`config.mk`:
```
export PLATFORM = sky130hd
export DESIGN_NAME = mc_control_unit
export DESIGN_NICKNAME = d
export VERILOG_FILES = /design/src/rtl/mc_ctrl_pkg.sv /design/src/rtl/mc_wait_counter.sv /design/src/rtl/mc_control_unit.sv
export SDC_FILE = /design/constraint.sdc
export NUM_CORES = 1
export LEC_CHECK = 0
export CAP_MARGIN = 30
export CORE_UTILIZATION = 44
export CTS_CLUSTER_DIAMETER = 30
export DETAILED_ROUTE_END_ITERATION = 7
export PLACE_DENSITY_LB_ADDON = 0.25
export SYNTH_ARGS = -nofsm -noshare
export SYNTH_HDL_FRONTEND = slang
export SYNTH_SLANG_ARGS = --single-unit
```
`constraint.sdc`:
```
create_clock -name clk -period 3.9 [get_ports clk]
set_input_delay 0.975 -clock clk [delete_from_list [all_inputs] [get_ports clk]]
set_output_delay 0.975 -clock clk [all_outputs]
set_load 0.01 [all_outputs]
```
`src/rtl/mc_ctrl_pkg.sv`:
```
// Shared encodings for the multicycle control unit: FSM states, opcode/funct
// constants, datapath mux/ALU encodings and the arithmetic funct decoder.
package mc_ctrl_pkg;

  typedef enum logic [4:0] {
    S_RESET,
    S_FETCH,
    S_DECODE,
    S_EXEC_R,
    S_EXEC_I,
    S_WB_ALU,
    S_ADDR,
    S_MEM_RD,
    S_WB_MEM,
    S_MEM_WR,
    S_BRANCH,
    S_LUI,
    S_JAL,
    S_JALR,
    S_HALT,
    S_ILLEGAL,
    S_EXC
  } stateT;

  localparam logic [6:0] OP_R      = 7'h33;
  localparam logic [6:0] OP_I      = 7'h13;
  localparam logic [6:0] OP_LOAD   = 7'h03;
  localparam logic [6:0] OP_STORE  = 7'h23;
  localparam logic [6:0] OP_BRANCH = 7'h63;
  localparam logic [6:0] OP_LUI    = 7'h37;
  localparam logic [6:0] OP_JAL    = 7'h6F;
  localparam logic [6:0] OP_JALR   = 7'h67;
  localparam logic [6:0] OP_SYSTEM = 7'h73;

  localparam logic [6:0] F7_BASE = 7'h00;
  localparam logic [6:0] F7_ALT  = 7'h20;

  localparam logic [2:0] F3_ADD = 3'b000;
  localparam logic [2:0] F3_SLT = 3'b010;
  localparam logic [2:0] F3_AND = 3'b111;
  localparam logic [2:0] F3_BEQ = 3'b000;
  localparam logic [2:0] F3_BNE = 3'b001;
  localparam logic [2:0] F3_BLT = 3'b100;
  localparam logic [2:0] F3_BGE = 3'b101;

  typedef enum logic [2:0] {
    ALU_PASSB = 3'd0,
    ALU_ADD   = 3'd1,
    ALU_SUB   = 3'd2,
    ALU_AND   = 3'd3,
    ALU_SLT   = 3'd4
  } aluOpT;

  typedef enum logic [1:0] {
    PC_ALU    = 2'd0,
    PC_ALUOUT = 2'd1,
    PC_EXC    = 2'd2
  } pcSrcT;

  typedef enum logic [1:0] {
    SRCA_PC    = 2'd0,
    SRCA_A     = 2'd1,
    SRCA_PCOLD = 2'd2
  } srcAT;

  typedef enum logic [1:0] {
    SRCB_B    = 2'd0,
    SRCB_FOUR = 2'd1,
    SRCB_IMM  = 2'd2
  } srcBT;

  typedef enum logic [1:0] {
    WB_ALUOUT = 2'd0,
    WB_MDR    = 2'd1,
    WB_IMM    = 2'd2,
    WB_PC     = 2'd3
  } wbSelT;

  localparam logic [1:0] CAUSE_ILLEGAL  = 2'd0;
  localparam logic [1:0] CAUSE_OVERFLOW = 2'd1;

  typedef struct packed {
    logic  legal;
    aluOpT op;
  } aluDecT;

  // R-type decodes funct7:funct3, I-type only funct3 (funct7 is immediate there).
  function automatic aluDecT decodeArith(input logic isR, input logic [6:0] f7,
                                         input logic [2:0] f3);
    aluDecT d;
    d.legal = 1'b1;
    d.op    = ALU_ADD;
    if (isR) begin
      case ({f7, f3})
        {F7_BASE, F3_ADD}: d.op = ALU_ADD;
        {F7_ALT,  F3_ADD}: d.op = ALU_SUB;
        {F7_BASE, F3_AND}: d.op = ALU_AND;
        {F7_BASE, F3_SLT}: d.op = ALU_SLT;
        default:           d.legal = 1'b0;
      endcase
    end else begin
      case (f3)
        F3_ADD:  d.op = ALU_ADD;
        F3_SLT:  d.op = ALU_SLT;
        default: d.legal = 1'b0;
      endcase
    end
    return d;
  endfunction

endpackage

```
`src/rtl/mc_wait_counter.sv`:
```
// Memory wait counter: counts 0..MEM_LAT while enabled, done once MEM_LAT is reached.
module mc_wait_counter #(
  parameter int MEM_LAT = 1
) (
  input  logic clk,
  input  logic rst,
  input  logic clear,
  input  logic enable,
  output logic done
);

  logic [3:0] count;

  // Clear wins so every state entry starts a fresh wait from zero.
  always_ff @(posedge clk or posedge rst) begin
    if (rst) begin
      count <= '0;
    end else if (clear) begin
      count <= '0;
    end else if (enable && !done) begin
      count <= count + 4'd1;
    end
  end

  assign done = (count == 4'(MEM_LAT));

endmodule

```
`src/rtl/mc_control_unit.sv`:
```
// Multicycle control FSM for the RV64I-subset core. Define MC_CTRL_EXCEPTION_EN
// to send illegal instructions and add/sub overflow to the EXC trap state.
module mc_control_unit
  import mc_ctrl_pkg::*;
#(
  parameter int MEM_LAT = 1,
  parameter int XLEN    = 64
) (
  input  logic        clk,
  input  logic        rst,
  input  logic [31:0] instr,
  input  logic        alu_zero,
  input  logic        alu_lt,
  input  logic        alu_ovf,
  output logic        pc_write,
  output logic [1:0]  pc_src,
  output logic        ir_load,
  output logic        mem_read,
  output logic        mem_write,
  output logic        mem_addr_sel,
  output logic        a_load,
  output logic        b_load,
  output logic        aluout_load,
  output logic        mdr_load,
  output logic [1:0]  alu_src_a,
  output logic [1:0]  alu_src_b,
  output logic [2:0]  alu_op,
  output logic        reg_write,
  output logic [1:0]  wb_sel,
  output logic        epc_load,
  output logic [1:0]  cause,
  output logic        halted
);

  stateT      state;
  stateT      nextState;
  logic       waitDone;
  logic       waitEn;
  aluDecT     arith;
  logic [6:0] opcode;
  logic [6:0] funct7;
  logic [2:0] funct3;

  assign opcode = instr[6:0];
  assign funct3 = instr[14:12];
  assign funct7 = instr[31:25];
  assign arith  = decodeArith(opcode == OP_R, funct7, funct3);

`ifdef MC_CTRL_EXCEPTION_EN
  localparam stateT IllegalTarget = S_EXC;
  // Only a legal add/sub can overflow, so the trap cause is recoverable from IR alone.
  logic isAddSub;
  assign isAddSub = ((opcode == OP_R) || (opcode == OP_I)) && arith.legal &&
                    ((arith.op == ALU_ADD) || (arith.op == ALU_SUB));
  logic unusedBits;
  assign unusedBits = ^{instr[24:15], instr[11:7], XLEN[0]};
`else
  localparam stateT IllegalTarget = S_ILLEGAL;
  logic unusedBits;
  assign unusedBits = ^{instr[24:15], instr[11:7], XLEN[0], alu_ovf};
`endif

  always_ff @(posedge clk or posedge rst) begin
    if (rst) begin
      state <= S_RESET;
    end else begin
      state <= nextState;
    end
  end

  assign waitEn = (state == S_FETCH) || (state == S_MEM_RD) || (state == S_MEM_WR);

  mc_wait_counter #(.MEM_LAT(MEM_LAT)) uWait (
    .clk    (clk),
    .rst    (rst),
    .clear  (nextState != state),
    .enable (waitEn),
    .done   (waitDone)
  );

  // Next state and all strobes; everything defaults low so each state lists only what it raises.
  always_comb begin
    nextState    = state;
    pc_write     = 1'b0;
    pc_src       = PC_ALU;
    ir_load      = 1'b0;
    mem_read     = 1'b0;
    mem_write    = 1'b0;
    mem_addr_sel = 1'b0;
    a_load       = 1'b0;
    b_load       = 1'b0;
    aluout_load  = 1'b0;
    mdr_load     = 1'b0;
    alu_src_a    = SRCA_PC;
    alu_src_b    = SRCB_B;
    alu_op       = ALU_PASSB;
    reg_write    = 1'b0;
    wb_sel       = WB_ALUOUT;
    epc_load     = 1'b0;
    cause        = CAUSE_ILLEGAL;
    halted       = 1'b0;

    case (state)
      S_RESET: nextState = S_FETCH;

      S_FETCH: begin
        mem_read  = 1'b1;
        alu_src_b = SRCB_FOUR;
        alu_op    = ALU_ADD;
        if (waitDone) begin
          ir_load   = 1'b1;
          pc_write  = 1'b1;
          nextState = S_DECODE;
        end
      end

      S_DECODE: begin
        a_load      = 1'b1;
        b_load      = 1'b1;
        aluout_load = 1'b1;
        alu_src_a   = SRCA_PCOLD;
        alu_src_b   = SRCB_IMM;
        alu_op      = ALU_ADD;
        case (opcode)
          OP_R:                nextState = S_EXEC_R;
          OP_I:                nextState = S_EXEC_I;
          OP_LOAD, OP_STORE:   nextState = S_ADDR;
          OP_BRANCH:           nextState = S_BRANCH;
          OP_LUI:              nextState = S_LUI;
          OP_JAL:              nextState = S_JAL;
          OP_JALR:             nextState = S_JALR;
          OP_SYSTEM:           nextState = S_HALT;
          default:             nextState = IllegalTarget;
        endcase
      end

      S_EXEC_R, S_EXEC_I: begin
        nextState = IllegalTarget;
        if (arith.legal) begin
          alu_src_a   = SRCA_A;
          alu_src_b   = (state == S_EXEC_R) ? SRCB_B : SRCB_IMM;
          alu_op      = arith.op;
          aluout_load = 1'b1;
          nextState   = S_WB_ALU;
`ifdef MC_CTRL_EXCEPTION_EN
          if (alu_ovf && isAddSub) begin
            nextState = S_EXC;
          end
`endif
        end
      end

      S_WB_ALU: begin
        reg_write = 1'b1;
        nextState = S_FETCH;
      end

      S_ADDR: begin
        alu_src_a   = SRCA_A;
        alu_src_b   = SRCB_IMM;
        alu_op      = ALU_ADD;
        aluout_load = 1'b1;
        nextState   = (opcode == OP_LOAD) ? S_MEM_RD : S_MEM_WR;
      end

      S_MEM_RD: begin
        mem_read     = 1'b1;
        mem_addr_sel = 1'b1;
        if (waitDone) begin
          mdr_load  = 1'b1;
          nextState = S_WB_MEM;
        end
      end

      S_WB_MEM: begin
        reg_write = 1'b1;
        wb_sel    = WB_MDR;
        nextState = S_FETCH;
      end

      S_MEM_WR: begin
        mem_write    = 1'b1;
        mem_addr_sel = 1'b1;
        if (waitDone) begin
          nextState = S_FETCH;
        end
      end

      S_BRANCH: begin
        alu_src_a = SRCA_A;
        alu_src_b = SRCB_B;
        alu_op    = ALU_SUB;
        pc_src    = PC_ALUOUT;
        nextState = S_FETCH;
        case (funct3)
          F3_BEQ:  pc_write = alu_zero;
          F3_BNE:  pc_write = !alu_zero;
          F3_BLT:  pc_write = alu_lt;
          F3_BGE:  pc_write = !alu_lt;
          default: nextState = IllegalTarget;
        endcase
      end

      S_LUI: begin
        reg_write = 1'b1;
        wb_sel    = WB_IMM;
        nextState = S_FETCH;
      end

      S_JAL: begin
        reg_write = 1'b1;
        wb_sel    = WB_PC;
        pc_write  = 1'b1;
        pc_src    = PC_ALUOUT;
        nextState = S_FETCH;
      end

      S_JALR: begin
        alu_src_a = SRCA_A;
        alu_src_b = SRCB_IMM;
        alu_op    = ALU_ADD;
        pc_write  = 1'b1;
        reg_write = 1'b1;
        wb_sel    = WB_PC;
        nextState = S_FETCH;
      end

      S_HALT: halted = 1'b1;

      S_ILLEGAL: nextState = S_FETCH;

`ifdef MC_CTRL_EXCEPTION_EN
      S_EXC: begin
        epc_load  = 1'b1;
        cause     = isAddSub ? CAUSE_OVERFLOW : CAUSE_ILLEGAL;
        pc_write  = 1'b1;
        pc_src    = PC_EXC;
        nextState = S_FETCH;
      end
`endif

      default: nextState = S_FETCH;
    endcase
  end

endmodule

```
* Word level (Yosys, flattened, before mapping)
Cells that the tools add are included.
** Word-level totals
- Output and inout port bits :: 25
- Logic and storage cells :: 95
- Register bits :: 9
** Cells by class
- Equality and inequality tests :: 32
- $add $sub $neg :: 1
- Mux-type cells :: 37
- Reduce and logical (&&, ||, !) cells :: 23
** Operators with widths (count)
- 5-bit case mux with 8 select lines :: 1
- 5-bit by 4-bit equality test with 1-bit output (second input constant) :: 7
- 4-bit case mux with 8 select lines :: 1
- 7-bit equality test (second input constant) :: 4
- 4-bit two-way mux :: 6
- 7-bit by 6-bit equality test with 1-bit output (second input constant) :: 3
- 5-bit by 3-bit equality test with 1-bit output (second input constant) :: 4
- 2-bit case mux with 3 select lines :: 3
- 3-bit case mux with 3 select lines :: 2
- 2-bit OR reduction :: 8
- 5-bit two-way mux :: 3
- 1-bit two-way mux :: 14
- 4-bit OR reduction :: 3
- 10-bit by 2-bit equality test with 1-bit output (second input constant) :: 1
- 10-bit by 3-bit equality test with 1-bit output (second input constant) :: 1
- 10-bit by 9-bit equality test with 1-bit output (second input constant) :: 1
- 5-bit by 2-bit equality test with 1-bit output (second input constant) :: 2
- 10-bit zero test :: 1
- 7-bit by 2-bit equality test with 1-bit output (second input constant) :: 1
- 7-bit by 5-bit equality test with 1-bit output (second input constant) :: 1
- 3-bit equality test (second input constant) :: 2
- 3-bit two-way mux :: 2
- 3-bit OR reduction :: 2
- 5-bit by 1-bit equality test with 1-bit output (second input constant) :: 1
- other kinds (15) :: 19

* Logic depth before layout (Yosys ltp)
Gate-level depths: netlist of run 1.
- Depth after elaboration :: 8
- Gate-level depth with buffers :: 8

* By module
Synthesis of run 1 repeated with hierarchy kept, for this count alone.
** Second synthesis, totals
- Cells, all modules :: 171
- Area total of the unflattened synthesis :: 1292.5 sq um
** By module, submodules not included
- mc_control_unit :: area each 1063.5 sq um, instances 1, seq. area each 125.1 sq um, cells an instance 147
- mc_wait_counter :: area each 229.0 sq um, instances 1, seq. area each 100.1 sq um, cells an instance 24

* Worst setup path after synthesis of run 1
Ideal clock, no wire load.
- Path type :: input to output
- Start point :: input port instr[2]
- End point :: output port alu_op[2]
- Data required time :: 2.925 ns
- Stages :: 5
- Arrival time :: 2.246 ns
- Setup slack :: 0.679 ns
- Path through :: nand4bb_1 > o32ai_1 > and2_1 > nand2b_1 > nor4_1
** On the way
- Longest elaborated chain between the ends :: 4
** Ends and longest elaborated chain
- from (decl) :: line mc_control_unit.sv:11 : input logic [31:0] instr,
- 7-bit by 6-bit equality test with 1-bit output :: line mc_control_unit.sv:47 : assign arith = decodeArith(opcode == OP_R, funct7, funct3);
- 4-bit two-way mux :: line mc_ctrl_pkg.sv:93 : if (isR) begin
- 3-bit two-way mux :: line mc_control_unit.sv:139 : if (arith.legal) begin
- 3-bit case mux with 3 select lines :: line mc_control_unit.sv:103 : case (state)
- to (decl) :: line mc_control_unit.sv:27 : output logic [2:0] alu_op,
No other way between the ends.

* Worst setup path in the final report of run 1
- Start point :: input port instr[13]
- End point :: output port alu_op[1]
** On the way
- Longest elaborated chain between the ends :: 6
- Elaborated cells on any way between the ends :: 14
- Classes of those cells :: 4 x eq/ne; 6 x mux; 4 x reduce/logical
** Ends and longest elaborated chain
- 10-bit by 2-bit equality test with 1-bit output (tied with other cells) :: line mc_ctrl_pkg.sv:94 : case ({f7, f3})
- 4-bit OR reduction (no line) / 2-bit OR reduction (equally long branches)
- 1-bit two-way mux, on equally long branches :: line mc_ctrl_pkg.sv:94, mc_ctrl_pkg.sv:102
- 4-bit two-way mux (*) :: line mc_ctrl_pkg.sv:93
- 3-bit two-way mux (*) :: line mc_control_unit.sv:139
- 3-bit case mux with 3 select lines (*) :: line mc_control_unit.sv:103
Mark *: on every way between the ends. The rest lies on a longest branch, timed or not.

==> results of run 1 <==
==> cells by family after synthesis <==
kind of cell	after synthesis	synth area share, %
adder cells (fa/ha/maj)	2	1.95
other	1	0.293
XOR/XNOR	6	4.69
flip-flops	9	17.6
AND/OR/NAND/NOR	82	40.8
multiplexers	2	1.56
AO/OA/AOI/OAI	41	23.5
buffers and inverters	22	9.57
==> routing by layer <==
layer	global-route usage (%)	share of wire, %	up-vias
li1	-	-	712
met1	30.8	42	705
met2	43.0	52	50
met3	5.81	5.5	2
met4	4.18	0.32	0
met5	0	0	-
==> per-stage QoR <==
stage	worst slack (ns)	hold WS, ns
after floorplan	0.679	0.549
after global placement	-0.309	0.578
after detailed placement	-0.342	0.613
after CTS	0.0586	0.624
after global routing	0.00758	0.661
final	0.0933	0.629
==> cell type report <==
| class | count | area share (%) |
|---|---|---|
| clock buffers | 4 | 1.42 |
| multi-input cells | 138 | 53.9 |
| well taps | 31 | 2.10 |
| inverters | 10 | 2.03 |
| flip-flops and latches | 9 | 12.2 |
| repair buffers | 58 | 28.3 |
==> power groups by stage <==
stage	logic [mW]	clock network [mW]	registers, mW
after floorplan	0.286	0	0.128
after global placement	0.365	0	0.162
after detailed placement	0.376	0	0.165
after CTS	0.376	0.0784	0.163
after global routing	0.412	0.0814	0.170
final	0.376	0.0777	0.164
==> what timing repair did <==
item / in CTS / in global routing
endpoints found under the setup margin: 6 / 3
pin swaps: 1 / 3
gates resized for setup: 18 / 6
==> registers in the layout, summed over array words and instances, names as in the netlist <==
register	flops
uWait.count	4
state	5
==> worst reg2reg max path: cells and delay by family (launching register included) <==
family / cells / cell delay [ns]
buf+inv: 1 / 0.07
fa+ha+maj: 1 / 0.15
mux: 1 / 0.16
flops: 1 / 0.41
simple gates: 2 / 0.84
compound gates: 3 / 0.51
==> worst max-delay path by stage <==
stage	to	slack (ns)
CTS	alu_op[0]	0.06
global route	alu_op[1]	0.008
finish	alu_op[1]	0.09
detailed placement	alu_src_a[0]	-0.34
global placement	alu_src_a[0]	-0.31
floorplan	alu_op[2]	0.68
==> cell usage in the layout (no fill, tap or decap), types with 3 or more instances in the layout <==
cell type	n
clkdlybuf4s50_1	30
buf_4	17
nor2_1	14
nand2_1	10
inv_1	9
dfrtp_1	9
dlygate4sd2_1	8
nand3_1	7
nor4_1	7
a21oi_1	7
o21ai_0	6
nor3_1	6
conb_1	5
nand3b_1	4
o21ai_1	4
or3_1	3
nor2b_1	3
nand2b_1	3
and3b_1	3
o21a_1	3
xnor2_1	3
clkbuf_4	3
==> reports/metrics.cfg, run 1 <==
[sta]
hold_viol=0
fin_tns_setup_ns=0
finalSetupViolCount=0
rsz0062_at_grt=no
max_freq_mhz=263
worst_pin_slew_ns=0.524
layout_min_cycle_time_ns=3.81
slew_headroom_pct=65.1
report.final.slew_viol_count=0
finalCritPeriodShare_pct=97.6
fin_skew_ns=0.00707

[clock_network]
cts_max_path_buffers=2
cts_made_buffers=3
h-tree-depth=1
clk_latency_ns=0.28
clock_tree.root_cell=clkbuf_4
clock-sinks=9
cts_tree=built
clkTransAtPathRegs_ns=0.06
cts_hold_buf=0
post_cts_buffers=0

[die]
die_area_um2=3130
rows=19
placeableCoreArea_um2=2760
die_width_um=56.0
initial_utilization_pct=46.5
io_pins=62
fp.dieH_um=56.0

[power]
clockPowerShare_pct=12.6
p_sw_share_pct=46.4
p_leak_nw=0.775
p_int_mw=0.331
power_frac_seq_pct=26.6
power_density_nw_per_um2=334
p_sw_mw=0.287
p_comb_share_pct=60.8
power_mw=0.618
peakVddDrop_mv=0.382

[logic_synthesis]
synth_cell_types=60
synth_edf_count=0
synth-async-reset-ratio_pct=100
yosysTopAreaCell=dfrtp_1
yosysWarnings=0
yosysSeqAreaShare_pct=17.6
yosysMostFrequentCell=nor2_1
ys_top_cells_by_area=dfrtp_1 (18%), nor2_1 (4.1%), nor4_1 (3.9%)
syn_area_um2=1280
synthCells=165
post_synth.cell_area_avg_um2=7.77
synthFlopType=dfrtp_1
synth_top_area_share_pct=17.6
ys_ff_latch=9
synth_common_cells=nor2_1 (14), nand2_1 (10), dfrtp_1 (9), inv_1 (9), nor4_1 (8)

[setup_path]
path_class=in -> out
cp_num_cells=6
crit_start=instr[13]
critPathMaxFanout=6
crit_arrival_ns=2.83
worstReg2RegStart=uWait.count[1]
crit_family=buffers and inverters
reg2regPathDepth=8
path_buf_inv=3
cp-start-kind=primary input
worstPathRequired_ns=2.92
crit_chain=clkdlybuf4s50_1 -> buf_4 -> or4_1 -> a211o_1 -> o21ai_0 -> clkdlybuf4s15_1
worstReg2RegEnd=uWait.count[3]
critPathMaxStageDelay_ns=0.51
setup.worst_path.end_class=primary output
r2r_slack_ns=1.65
critical-path-slowest-cell=or4_1

[final_layout]
antenna_cells=0
multiInputGateArea_um2=996
final_core_util_pct=67.0
drive_above_1_share_pct=19.2
nFillCells=236
final_cell_area_um2=1850
syn_to_final_growth_pct=44.1
nets=259
ff_latch_area_um2=225
final_cells=250

[min_path]
min-delay-start=uWait.count[2]
min_path_cells=2
holdCritPathClass=reg -> reg
min_to=uWait.count[2]

[placement]
portBuffers=41
placed_cells=246
place_congestion=0.829
place_hpwl_um=2890
place_area_um2=1790

[global_routing]
grt_max_degree=19
grt_pass1_vias=1435
grtUsageTotal_pct=24.5
grt_pass1_wl_um=6310
gr-total-overflow=0
antenna_found_initial=0

[detailed_routing]
via_per_inst=5.88
vias=1469
firstDrtPassIters=4
drt-initial-drc-count=57
routed_wl_um=3710
drc_errors=0
ant_nets=0
wl_per_cell_um=14.8

[flow_run]
cap_violations=0

[outcome]
outcome=finished clean

Note: power is estimated with default switching activity, not from simulation.
==> run 2, diff against run 1 <==
--- a/config.mk
+++ b/config.mk
@@ -5,10 +5,12 @@
 export SDC_FILE = /design/constraint.sdc
 export NUM_CORES = 1
 export LEC_CHECK = 0
+export ABC_AREA = 0
 export CAP_MARGIN = 30
-export CORE_UTILIZATION = 44
+export CORE_UTILIZATION = 57
 export CTS_CLUSTER_DIAMETER = 30
 export DETAILED_ROUTE_END_ITERATION = 7
+export DONT_BUFFER_PORTS = 1
 export PLACE_DENSITY_LB_ADDON = 0.25
 export SYNTH_ARGS = -nofsm -noshare
 export SYNTH_HDL_FRONTEND = slang
==> reports/metrics.cfg, run 2 (synthesis gave the netlist of run 1 again) <==
[setup_path]
r2r_slack_ns=1.65  ; about the same
crit_arrival_ns=2.41  ; was 2.83 ns
critPathMaxFanout=4  ; was 6
worstReg2RegStart=uWait.count[1]  ; unchanged
worstPathRequired_ns=2.92  ; about the same
setup.worst_path.end_class=primary output  ; unchanged
reg2regPathDepth=8  ; unchanged
worstReg2RegEnd=uWait.count[3]  ; unchanged
path_class=in -> out  ; unchanged
cp-start-kind=primary input  ; unchanged

[final_layout]
largest_register_ffs=5  ; unchanged
ff_latch_area_um2=225  ; unchanged
regMostFlops=state  ; unchanged
syn_to_final_growth_pct=-0.195  ; was 44.1%
antenna_cells=0  ; unchanged
top_regs=state x5, uWait.count x4  ; unchanged
nFillCells=201  ; was 236
multiInputGateArea_um2=948  ; was 996 um^2
layout_common_cells=nor2_1 (14), nand2_1 (10), inv_1 (9), dfrtp_1 (9), nor4_1 (8)  ; was clkdlybuf4s50_1 (30), buf_4 (17), nor2_1 (14)
drive_above_1_share_pct=11.1  ; was 19.2%
nets=202  ; was 259
final_common_cell=nor2_1  ; was clkdlybuf4s50_1

[placement]
place_congestion=0.861  ; was 0.829
portBuffers=0  ; was 41
place_hpwl_um=2270  ; was 2890 um

[power]
peakVddDrop_mv=0.324  ; was 0.382 mV
power_mw=0.523  ; was 0.618 mW
power_density_nw_per_um2=409  ; was 334 nW/um^2
p_leak_nw=0.513  ; was 0.775 nW

[die]
fp.dieH_um=49.4  ; was 56.0 um
rows=16  ; was 19
placeableCoreArea_um2=2040  ; was 2760 um^2
io_pins=62  ; unchanged
initial_utilization_pct=62.7  ; was 46.5%
die_width_um=49.4  ; was 56.0 um
die_area_um2=2440  ; was 3130 um^2

[sta]
hold_viol=0  ; unchanged
finalCritPeriodShare_pct=86.9  ; was 97.6%
finalSetupViolCount=0  ; unchanged
rsz0062_at_grt=no  ; unchanged
layout_min_cycle_time_ns=3.39  ; was 3.81 ns
fin_skew_ns=0.000283  ; was 0.00707 ns
fin_tns_setup_ns=0  ; unchanged
max_freq_mhz=295  ; was 263 MHz
worst_pin_slew_ns=0.640  ; was 0.524 ns
report.final.slew_viol_count=0  ; unchanged
slew_headroom_pct=56.8  ; was 65.1%

[detailed_routing]
vias=1211  ; was 1,469
drt-initial-drc-count=35  ; was 57
via_per_inst=6.41  ; was 5.88
ant_nets=0  ; unchanged
routed_wl_um=2870  ; was 3710 um
firstDrtPassIters=4  ; unchanged
wl_per_cell_um=15.2  ; was 14.8 um
drc_errors=0  ; unchanged

[global_routing]
grt_pass1_vias=1090  ; was 1,435
antenna_found_initial=0  ; unchanged
grt_pass1_wl_um=4930  ; was 6310 um
gr-total-overflow=0  ; unchanged
grtUsageTotal_pct=25.5  ; was 24.5%
grt_max_degree=19  ; unchanged

[clock_network]
post_cts_buffers=0  ; unchanged
clkTransAtPathRegs_ns=0.06  ; about the same
clock_tree.root_cell=clkbuf_4  ; unchanged
h-tree-depth=1  ; unchanged
cts_tree=built  ; unchanged
cts_max_path_buffers=2  ; unchanged
clk_latency_ns=0.26  ; was 0.28 ns
clock-sinks=9  ; unchanged
cts_made_buffers=3  ; unchanged
post_cts_resized=0  ; was 18
cts_hold_buf=0  ; unchanged

[min_path]
holdCritPathClass=in -> async  ; was reg -> reg

[flow_run]
cap_violations=0  ; unchanged

[outcome]
outcome=finished clean  ; unchanged

run 2: routing by layer:
layer	vias to the layer above	part of all wire [%]	global-route usage, %
met4	0	0	0.476
met1	567	49	37.7
met5	-	0	0
li1	601	-	-
met3	0	8.4	5.61
met2	43	43	40.0
run 2: cell type report:
type                    count  share of cell area, %
repair buffers              1                  0.587
multi-input cells         138                   74.2
inverters                  10                   2.94
flip-flops and latches      9                   17.6
clock buffers               4                   2.05
well taps                  27                   2.64
run 2: how the worst max path moves through the flow:
stage,cells past startpoint,end,from
2_1_floorplan,5,alu_op[2],instr[2]
3_3_place_gp,5,alu_op[2],instr[2]
3_5_place_dp,5,alu_src_a[0],instr[2]
4_1_cts,5,alu_src_a[0],instr[2]
5_1_grt,5,alu_src_a[0],instr[2]
6_report,5,alu_src_a[0],instr[2]
run 2: worst max-delay path: stages:
cell	delay, ns
nand4bb_1	0.25
o32ai_1	0.35
and2_1	0.24
a21oi_1	0.09
a221oi_1	0.51
run 2: stage by stage:
| stage | hold slack (ns) | cells | setup WS [ns] | utilization, % | cell area, um^2 |
|---|---|---|---|---|---|
| 6_report | 0.557 | 189 | 0.510 | 62.6 | 1280 |
| 5_1_grt | 0.580 | 189 | 0.351 | 62.6 | 1280 |
| 4_1_cts | 0.564 | 189 | 0.518 | 62.6 | 1280 |
| 3_5_place_dp | 0.590 | 185 | 0.518 | 61.3 | 1250 |
| 3_3_place_gp | 0.580 | 185 | 0.504 | 61.3 | 1250 |
| 2_1_floorplan | 0.549 | 169 | 0.679 | - | 1300 |
run 2: where the power goes:
| part | internal (mW) | switching, mW |
|---|---|---|
| combinational | 0.119 | 0.171 |
| clock | 0.0394 | 0.0322 |
| sequential | 0.109 | 0.0525 |
| total | 0.267 | 0.256 |
